==> config.mk <==
export PLATFORM = sky130hd
export DESIGN_NAME = icache_fetch_ctrl_flat
export DESIGN_NICKNAME = d
export VERILOG_FILES = /design/src/rtl/icache_fetch_ctrl_if.sv /design/src/rtl/icache_fetch_ctrl.sv /design/src/flat_wrapper.sv
export SDC_FILE = /design/constraint.sdc
export NUM_CORES = 2
export LEC_CHECK = 0
export BUFFER_PORTS_ARGS = -buffer_cell sky130_fd_sc_hd__buf_4
export CAP_MARGIN = 20
export CORE_UTILIZATION = 60
export DETAILED_ROUTE_END_ITERATION = 12
export PLACE_DENSITY = 0.81
export REMOVE_ABC_BUFFERS = 1
export SLEW_MARGIN = 20
export SYNTH_ARGS = -nofsm -noshare
export SYNTH_HDL_FRONTEND = slang
export SYNTH_SLANG_ARGS = --single-unit
==> constraint.sdc <==
create_clock -name clk -period 11.8 [get_ports clk]
set_input_delay 1.18 -clock clk [delete_from_list [all_inputs] [get_ports clk]]
set_output_delay 1.18 -clock clk [all_outputs]
set_load 0.01 [all_outputs]
==> src/rtl/icache_fetch_ctrl_if.sv <==
// Fetch/memory bus for the instruction-cache controller.
//   CPU side   : cpu_req, pc, flush -> ; <- instr, instr_valid, stall
//   Memory side: <- mem_req, mem_addr ; mem_line, mem_line_valid ->
//   Monitoring : <- hit_count, miss_count
// master = environment (fetch stage + instruction memory), slave = controller.
interface icache_fetch_ctrl_if #(
  parameter int CNT_W = 16
);
  logic             cpu_req;
  logic [31:0]      pc;
  logic             flush;
  logic [31:0]      instr;
  logic             instr_valid;
  logic             stall;
  logic             mem_req;
  logic [31:0]      mem_addr;
  logic [127:0]     mem_line;
  logic             mem_line_valid;
  logic [CNT_W-1:0] hit_count;
  logic [CNT_W-1:0] miss_count;

  modport master (
    output cpu_req, pc, flush, mem_line, mem_line_valid,
    input  instr, instr_valid, stall, mem_req, mem_addr, hit_count, miss_count
  );

  modport slave (
    input  cpu_req, pc, flush, mem_line, mem_line_valid,
    output instr, instr_valid, stall, mem_req, mem_addr, hit_count, miss_count
  );
endinterface

==> src/rtl/icache_fetch_ctrl.sv <==
// Direct-mapped instruction-cache controller.
// Hits return a 32-bit word combinationally; a miss stalls the CPU while a
// three-state FSM (IDLE/REFILL/FILL_WAIT) fetches the 16-byte line.
// Ports:
//   clk    - rising-edge clock
//   rst_n  - synchronous active-low reset
//   bus    - icache_fetch_ctrl_if.slave (CPU fetch, memory refill, counters)
module icache_fetch_ctrl #(
  parameter int NUM_LINES = 16,
  parameter int CNT_W     = 16
) (
  input  logic                 clk,
  input  logic                 rst_n,
  icache_fetch_ctrl_if.slave   bus
);
  localparam int IDX_W = $clog2(NUM_LINES);
  localparam int TAG_W = 28 - IDX_W;

  typedef enum logic [1:0] {IDLE, REFILL, FILL_WAIT} state_e;

  state_e                 state_q, state_d;
  logic [NUM_LINES-1:0]   valid_q, valid_d;
  logic [TAG_W-1:0]       tag_q  [NUM_LINES];
  logic [127:0]           data_q [NUM_LINES];
  logic [27:0]            line_addr_q, line_addr_d;
  logic [CNT_W-1:0]       hit_cnt_q, hit_cnt_d, miss_cnt_q, miss_cnt_d;

  // address split of the live pc
  logic [IDX_W-1:0] idx;
  logic [TAG_W-1:0] tag;
  logic [1:0]       word;
  assign idx  = bus.pc[4+IDX_W-1:4];
  assign tag  = bus.pc[31:4+IDX_W];
  assign word = bus.pc[3:2];

  logic unused_pc;
  assign unused_pc = ^bus.pc[1:0];

  // refill target always comes from the latched line address, not the pc
  logic [IDX_W-1:0] fill_idx;
  logic [TAG_W-1:0] fill_tag;
  assign fill_idx = line_addr_q[IDX_W-1:0];
  assign fill_tag = line_addr_q[27:IDX_W];

  logic lookup, hit, miss, fill;
  assign lookup = (state_q == IDLE) && bus.cpu_req && !bus.flush;
  assign hit    = lookup && valid_q[idx] && (tag_q[idx] == tag);
  assign miss   = lookup && !hit;
  // a flush in REFILL wins over a simultaneous line return
  assign fill   = (state_q == REFILL) && bus.mem_line_valid && !bus.flush;

  // state register
  always_ff @(posedge clk) begin
    if (!rst_n) begin
      state_q     <= IDLE;
      valid_q     <= '0;
      line_addr_q <= '0;
      hit_cnt_q   <= '0;
      miss_cnt_q  <= '0;
    end else begin
      state_q     <= state_d;
      valid_q     <= valid_d;
      line_addr_q <= line_addr_d;
      hit_cnt_q   <= hit_cnt_d;
      miss_cnt_q  <= miss_cnt_d;
    end
  end

  // line storage needs no reset; validity is tracked by valid_q
  always_ff @(posedge clk) begin
    if (rst_n && fill) begin
      tag_q[fill_idx]  <= fill_tag;
      data_q[fill_idx] <= bus.mem_line;
    end
  end

  // next-state logic
  always_comb begin
    state_d = state_q;
    case (state_q)
      IDLE:      if (miss) state_d = REFILL;
      REFILL:    if (bus.flush) state_d = IDLE;
                 else if (bus.mem_line_valid) state_d = FILL_WAIT;
      FILL_WAIT: state_d = IDLE;
      default:   state_d = IDLE;
    endcase
  end

  // datapath next-state: valid bits, miss address, saturating counters
  always_comb begin
    valid_d     = valid_q;
    line_addr_d = line_addr_q;
    hit_cnt_d   = hit_cnt_q;
    miss_cnt_d  = miss_cnt_q;
    if (bus.flush)  valid_d = '0;
    else if (fill)  valid_d[fill_idx] = 1'b1;
    if (miss)       line_addr_d = bus.pc[31:4];
    if (hit  && hit_cnt_q  != '1) hit_cnt_d  = hit_cnt_q  + CNT_W'(1);
    if (miss && miss_cnt_q != '1) miss_cnt_d = miss_cnt_q + CNT_W'(1);
  end

  // outputs
  logic [127:0] sel_line;
  assign sel_line = data_q[idx];

  always_comb begin
    bus.instr       = '0;
    bus.instr_valid = hit;
    bus.stall       = 1'b0;
    bus.mem_req     = 1'b0;
    bus.mem_addr    = '0;
    if (hit) begin
      case (word)
        2'd0:    bus.instr = sel_line[127:96];
        2'd1:    bus.instr = sel_line[95:64];
        2'd2:    bus.instr = sel_line[63:32];
        default: bus.instr = sel_line[31:0];
      endcase
    end
    case (state_q)
      // a request that is not served (miss or flush cycle) must be held
      IDLE:      bus.stall = bus.cpu_req && !hit;
      REFILL: begin
        bus.stall    = 1'b1;
        bus.mem_req  = 1'b1;
        bus.mem_addr = {line_addr_q, 4'b0};
      end
      default:   bus.stall = 1'b1;
    endcase
  end

  assign bus.hit_count  = hit_cnt_q;
  assign bus.miss_count = miss_cnt_q;
endmodule

==> src/flat_wrapper.sv <==
// flat-port wrapper written by rule: the top's interface ports become plain ports
module icache_fetch_ctrl_flat 
#(
  parameter int NUM_LINES = 16,
  parameter int CNT_W     = 16
)
  (clk, rst_n, bus_cpu_req, bus_pc, bus_flush, bus_mem_line, bus_mem_line_valid, bus_instr, bus_instr_valid, bus_stall, bus_mem_req, bus_mem_addr, bus_hit_count, bus_miss_count);
  icache_fetch_ctrl_if #(.CNT_W(CNT_W)) bus_i ();
  input  logic clk;
  input  logic rst_n;
  input wire logic [$bits(bus_i.cpu_req)-1:0] bus_cpu_req;
  input wire logic [$bits(bus_i.pc)-1:0] bus_pc;
  input wire logic [$bits(bus_i.flush)-1:0] bus_flush;
  input wire logic [$bits(bus_i.mem_line)-1:0] bus_mem_line;
  input wire logic [$bits(bus_i.mem_line_valid)-1:0] bus_mem_line_valid;
  output wire logic [$bits(bus_i.instr)-1:0] bus_instr;
  output wire logic [$bits(bus_i.instr_valid)-1:0] bus_instr_valid;
  output wire logic [$bits(bus_i.stall)-1:0] bus_stall;
  output wire logic [$bits(bus_i.mem_req)-1:0] bus_mem_req;
  output wire logic [$bits(bus_i.mem_addr)-1:0] bus_mem_addr;
  output wire logic [$bits(bus_i.hit_count)-1:0] bus_hit_count;
  output wire logic [$bits(bus_i.miss_count)-1:0] bus_miss_count;
  assign bus_i.cpu_req = bus_cpu_req;
  assign bus_i.pc = bus_pc;
  assign bus_i.flush = bus_flush;
  assign bus_i.mem_line = bus_mem_line;
  assign bus_i.mem_line_valid = bus_mem_line_valid;
  assign bus_instr = bus_i.instr;
  assign bus_instr_valid = bus_i.instr_valid;
  assign bus_stall = bus_i.stall;
  assign bus_mem_req = bus_i.mem_req;
  assign bus_mem_addr = bus_i.mem_addr;
  assign bus_hit_count = bus_i.hit_count;
  assign bus_miss_count = bus_i.miss_count;
  icache_fetch_ctrl #(.NUM_LINES(NUM_LINES), .CNT_W(CNT_W)) u_core (.clk(clk), .rst_n(rst_n), .bus(bus_i));
endmodule
==> results.sh <==
export IMPL_viasPerCell=6.98
export IMPL_p_int_uw=14400
export IMPL_yosysMostFrequentCell="edfxtp_1"
export IMPL_layout_drive_gt1_share_pct=31.6
export IMPL_tritoncts="built"
export IMPL_drv_cap=0
export IMPL_power_frac_comb_pct=4.1
export IMPL_post_dp_hpwl_mm=108
export IMPL_arrival_ps=6070
export IMPL_clkTransAtPathRegs_ps=60
export IMPL_cp_max_fo=143
export IMPL_yosys_warnings=0
export IMPL_row_count=146
export IMPL_crit_cells=12
export IMPL_fmaxAchievable_mhz=138
export IMPL_drt_iter0_markers=6794
export IMPL_peakVddDrop_mv=0.166
export IMPL_first_global_vias=47600
export IMPL_setup_viol_count_final=0
export IMPL_wl_mm=239
export IMPL_timing_final_ws_setup_ps=4550
export IMPL_setup_worst_path_start="bus_pc[5]"
export IMPL_die_x_um=403
export IMPL_dieHeight_um=403
export IMPL_worst_pin_slew_ps=1180
export IMPL_postCtsHoldBufs=0
export IMPL_drc=0
export IMPL_dieArea_um2=162000
export IMPL_syn_avg_cell_area_um2=23.6
export IMPL_fin_crit_ps=7250
export IMPL_start_util_pct=60.6
export IMPL_grt_pass1_wl_mm=340
export IMPL_ios=264
export IMPL_cts_resized=0
export IMPL_holdWs_ps=469
export IMPL_grt_max_degree=152
export IMPL_maxSlewHeadroom_pct=21.1
export IMPL_rsz0062_at_grt="false"
export IMPL_r2r_start="u_core.state_q[0]$_SDFFE_PN0P_"
export IMPL_place_gp_congestion=0.771
export IMPL_power_frac_seq_pct=54.2
export IMPL_r2r_cells=7
export IMPL_min_period_over_period_pct=61.5
export IMPL_cp_data_required_time_ps=10620
export IMPL_cp_endpoint="bus_stall"
export IMPL_ys_flop_type="edfxtp_1"
export IMPL_area_growth_pct=12.6
export IMPL_path_cells="buf_8 -> buf_4 -> buf_12 -> mux4_2 -> mux2i_1 -> xor2_1 -> o211ai_1 -> nor4bb_4 -> buf_4 -> nand2_4 -> a211o_1 -> buf_4"
export IMPL_syn_area_um2=96300
export IMPL_layout_nets=4581
export IMPL_slowest_delay_ps=890
export IMPL_critPathCaptureType="output port"
export IMPL_cts_buffers_inserted=233
export IMPL_finalHoldViolations=0
export IMPL_ctsRootBufferMaster="clkbuf_16"
export IMPL_synth_commonest_cells="2432 x edfxtp_1, 751 x mux4_2, 117 x clkbuf_1"
export IMPL_drt_first_pass_iters=5
export IMPL_clockPowerShare_pct=41.7
export IMPL_critPathBufInv=5
export IMPL_clock_skew_ps=19.5
export IMPL_cp_slowest_cell="buf_4"
export IMPL_power_density_nw_per_um2=167
export IMPL_outcome="completed"
export IMPL_coreArea_um2=159000
export IMPL_post_place_ws_ps=4490
export IMPL_setup_tns_ps=0
export IMPL_power_switching_uw=3710
export IMPL_crit_family="buffers and inverters"
export IMPL_synth_top_area_cell="edfxtp_1"
export IMPL_postCtsSetupBuffers=0
export IMPL_ys_types=63
export IMPL_async_flop_share_pct=0
export IMPL_numPortBuffers=257
export IMPL_drtAntennaViolNets=0
export IMPL_ys_seq_area_share_pct=77.4
export IMPL_synthTopCellsByArea="edfxtp_1 76%, mux4_2 18%, dfxtp_1 1.6%, mux2i_1 0.90%, clkbuf_1 0.46%"
export IMPL_path_common_cell="buf_4"
export IMPL_grtUsageTotal_pct=29.8
export IMPL_htreeDepth=4
export IMPL_clkSinkCount=2510
export IMPL_clock_latency_ps=860
export IMPL_syn_inst=4074
export IMPL_synth_top_cell_area_share_pct=75.8
export IMPL_r2r_slack_ps=7400
export IMPL_path_class="in2out"
export IMPL_slew_violations=0
export IMPL_cp_start_kind="input port"
export IMPL_cts_buffer_depth=3
export IMPL_antenna_found_initial=37
export IMPL_switching_share_pct=20.5
export IMPL_timing_rr_end="u_core.data_q[2][59]$_DFFE_PP_"
export IMPL_ys_ff_latch=2510
export IMPL_min_path_type="reg2reg"
export IMPL_leakagePower_uw=0.0348
export IMPL_synth_edf_count=2432
export IMPL_vias=46800
export IMPL_avgRoutedWirePerCell_um=35.6
export IMPL_grt_overflow=0
sequential cells by signal (all words and copies together) (netlist names):
register,count
u_core.data_q,2048
u_core.tag_q,384
u_core.line_addr_q,28
u_core.bus.hit_count,16
u_core.bus.miss_count,16
u_core.valid_q,16
u_core.state_q,2
worst min path at each step:
stage / slack [ps] / cells past startpoint / start / end
2_1_floorplan: 430 / 2 / u_core.valid_q[4]$_SDFFE_PP0P_ / u_core.valid_q[4]$_SDFFE_PP0P_
3_3_place_gp: 440 / 2 / u_core.valid_q[15]$_SDFFE_PP0P_ / u_core.valid_q[15]$_SDFFE_PP0P_
3_5_place_dp: 450 / 2 / u_core.valid_q[14]$_SDFFE_PP0P_ / u_core.valid_q[14]$_SDFFE_PP0P_
4_1_cts: 470 / 2 / u_core.valid_q[1]$_SDFFE_PP0P_ / u_core.valid_q[1]$_SDFFE_PP0P_
5_1_grt: 490 / 2 / u_core.valid_q[15]$_SDFFE_PP0P_ / u_core.valid_q[15]$_SDFFE_PP0P_
6_report: 470 / 2 / u_core.valid_q[1]$_SDFFE_PP0P_ / u_core.valid_q[1]$_SDFFE_PP0P_
cells in the final DEF, fill, tap and decap left out, types with 5 or more instances in the layout:
| master | count |
|---|---|
| or3_1 | 6 |
| clkinvlp_4 | 9 |
| edfxtp_1 | 2432 |
| nor3_1 | 17 |
| nor2b_1 | 10 |
| clkbuf_16 | 238 |
| o21a_1 | 13 |
| nand4_1 | 5 |
| nand2_1 | 70 |
| and3_1 | 46 |
| a21oi_1 | 28 |
| mux4_2 | 751 |
| a22oi_1 | 8 |
| buf_12 | 20 |
| inv_6 | 6 |
| or4_1 | 5 |
| a221oi_1 | 5 |
| diode_2 | 15 |
| a211oi_1 | 7 |
| buf_4 | 306 |
| bufinv_16 | 26 |
| mux2_2 | 7 |
| a31oi_1 | 7 |
| xnor2_1 | 6 |
| clkinv_1 | 55 |
| dfxtp_1 | 78 |
| and2_1 | 30 |
| nor2_1 | 34 |
| nand3_1 | 49 |
| nor2_4 | 16 |
| clkinv_2 | 58 |
| mux2i_1 | 87 |
| clkbuf_1 | 40 |
| o21ai_0 | 41 |
| xor2_1 | 20 |
| nand2b_1 | 14 |
metrics by stage:
stage               util [%]  power [uW]  area, um2  instances
finish                  68.2       18100     108000       6705
global route            68.2       18500     108000       6700
CTS                     68.2       18100     108000       6687
detailed placement      63.4       10700     101000       6248
global placement        63.4       10700     101000       6248
floorplan                  -       10300      95300       3850
kinds of logic after synthesis:
logic type      count (synthesis)  share of synthesized area [%]
simple gates                  321                           1.73
fa+ha+maj                       2                         0.0260
flops                        2510                           77.4
mux                           845                           18.5
compound gates                135                          0.908
other cells                     1                        0.00389
xor+xnor                       26                          0.236
buf+inv                       234                           1.10
power by group through the flow:
stage	clock network [uW]	logic [uW]	registers, uW
2_1_floorplan	0	366	9980
5_1_grt	7890	788	9790
3_3_place_gp	0	710	9980
3_5_place_dp	0	733	9980
4_1_cts	7580	752	9790
6_report	7530	749	9790
cell type report:
type                            instances  area [um2]
Fill cell                            9099       50500
Multi-Input combinational cell       1333       20800
Clock buffer                          278        6110
Timing Repair Buffer                  329        2740
Sequential cell                      2510       74600
Clock inverter                        161        1480
Tap cell                             2072        2590
Inverter                                7        33.8
Antenna cell                           15        37.5
metal layers:
layer / part of all wire, % / track usage, % / vias up
met5: 0.10 / 0 / -
met3: 11 / 6.90 / 508
met1: 35 / 39.3 / 24700
met4: 2.9 / 10.3 / 38
li1: - / - / 18100
met2: 51 / 49.5 / 3433
worst min-delay path: stages (launching register included):
cell,delay [ps]
dfxtp_1,330
a21oi_1,40
nor2_1,70
(Power assumes the default switching activity.)
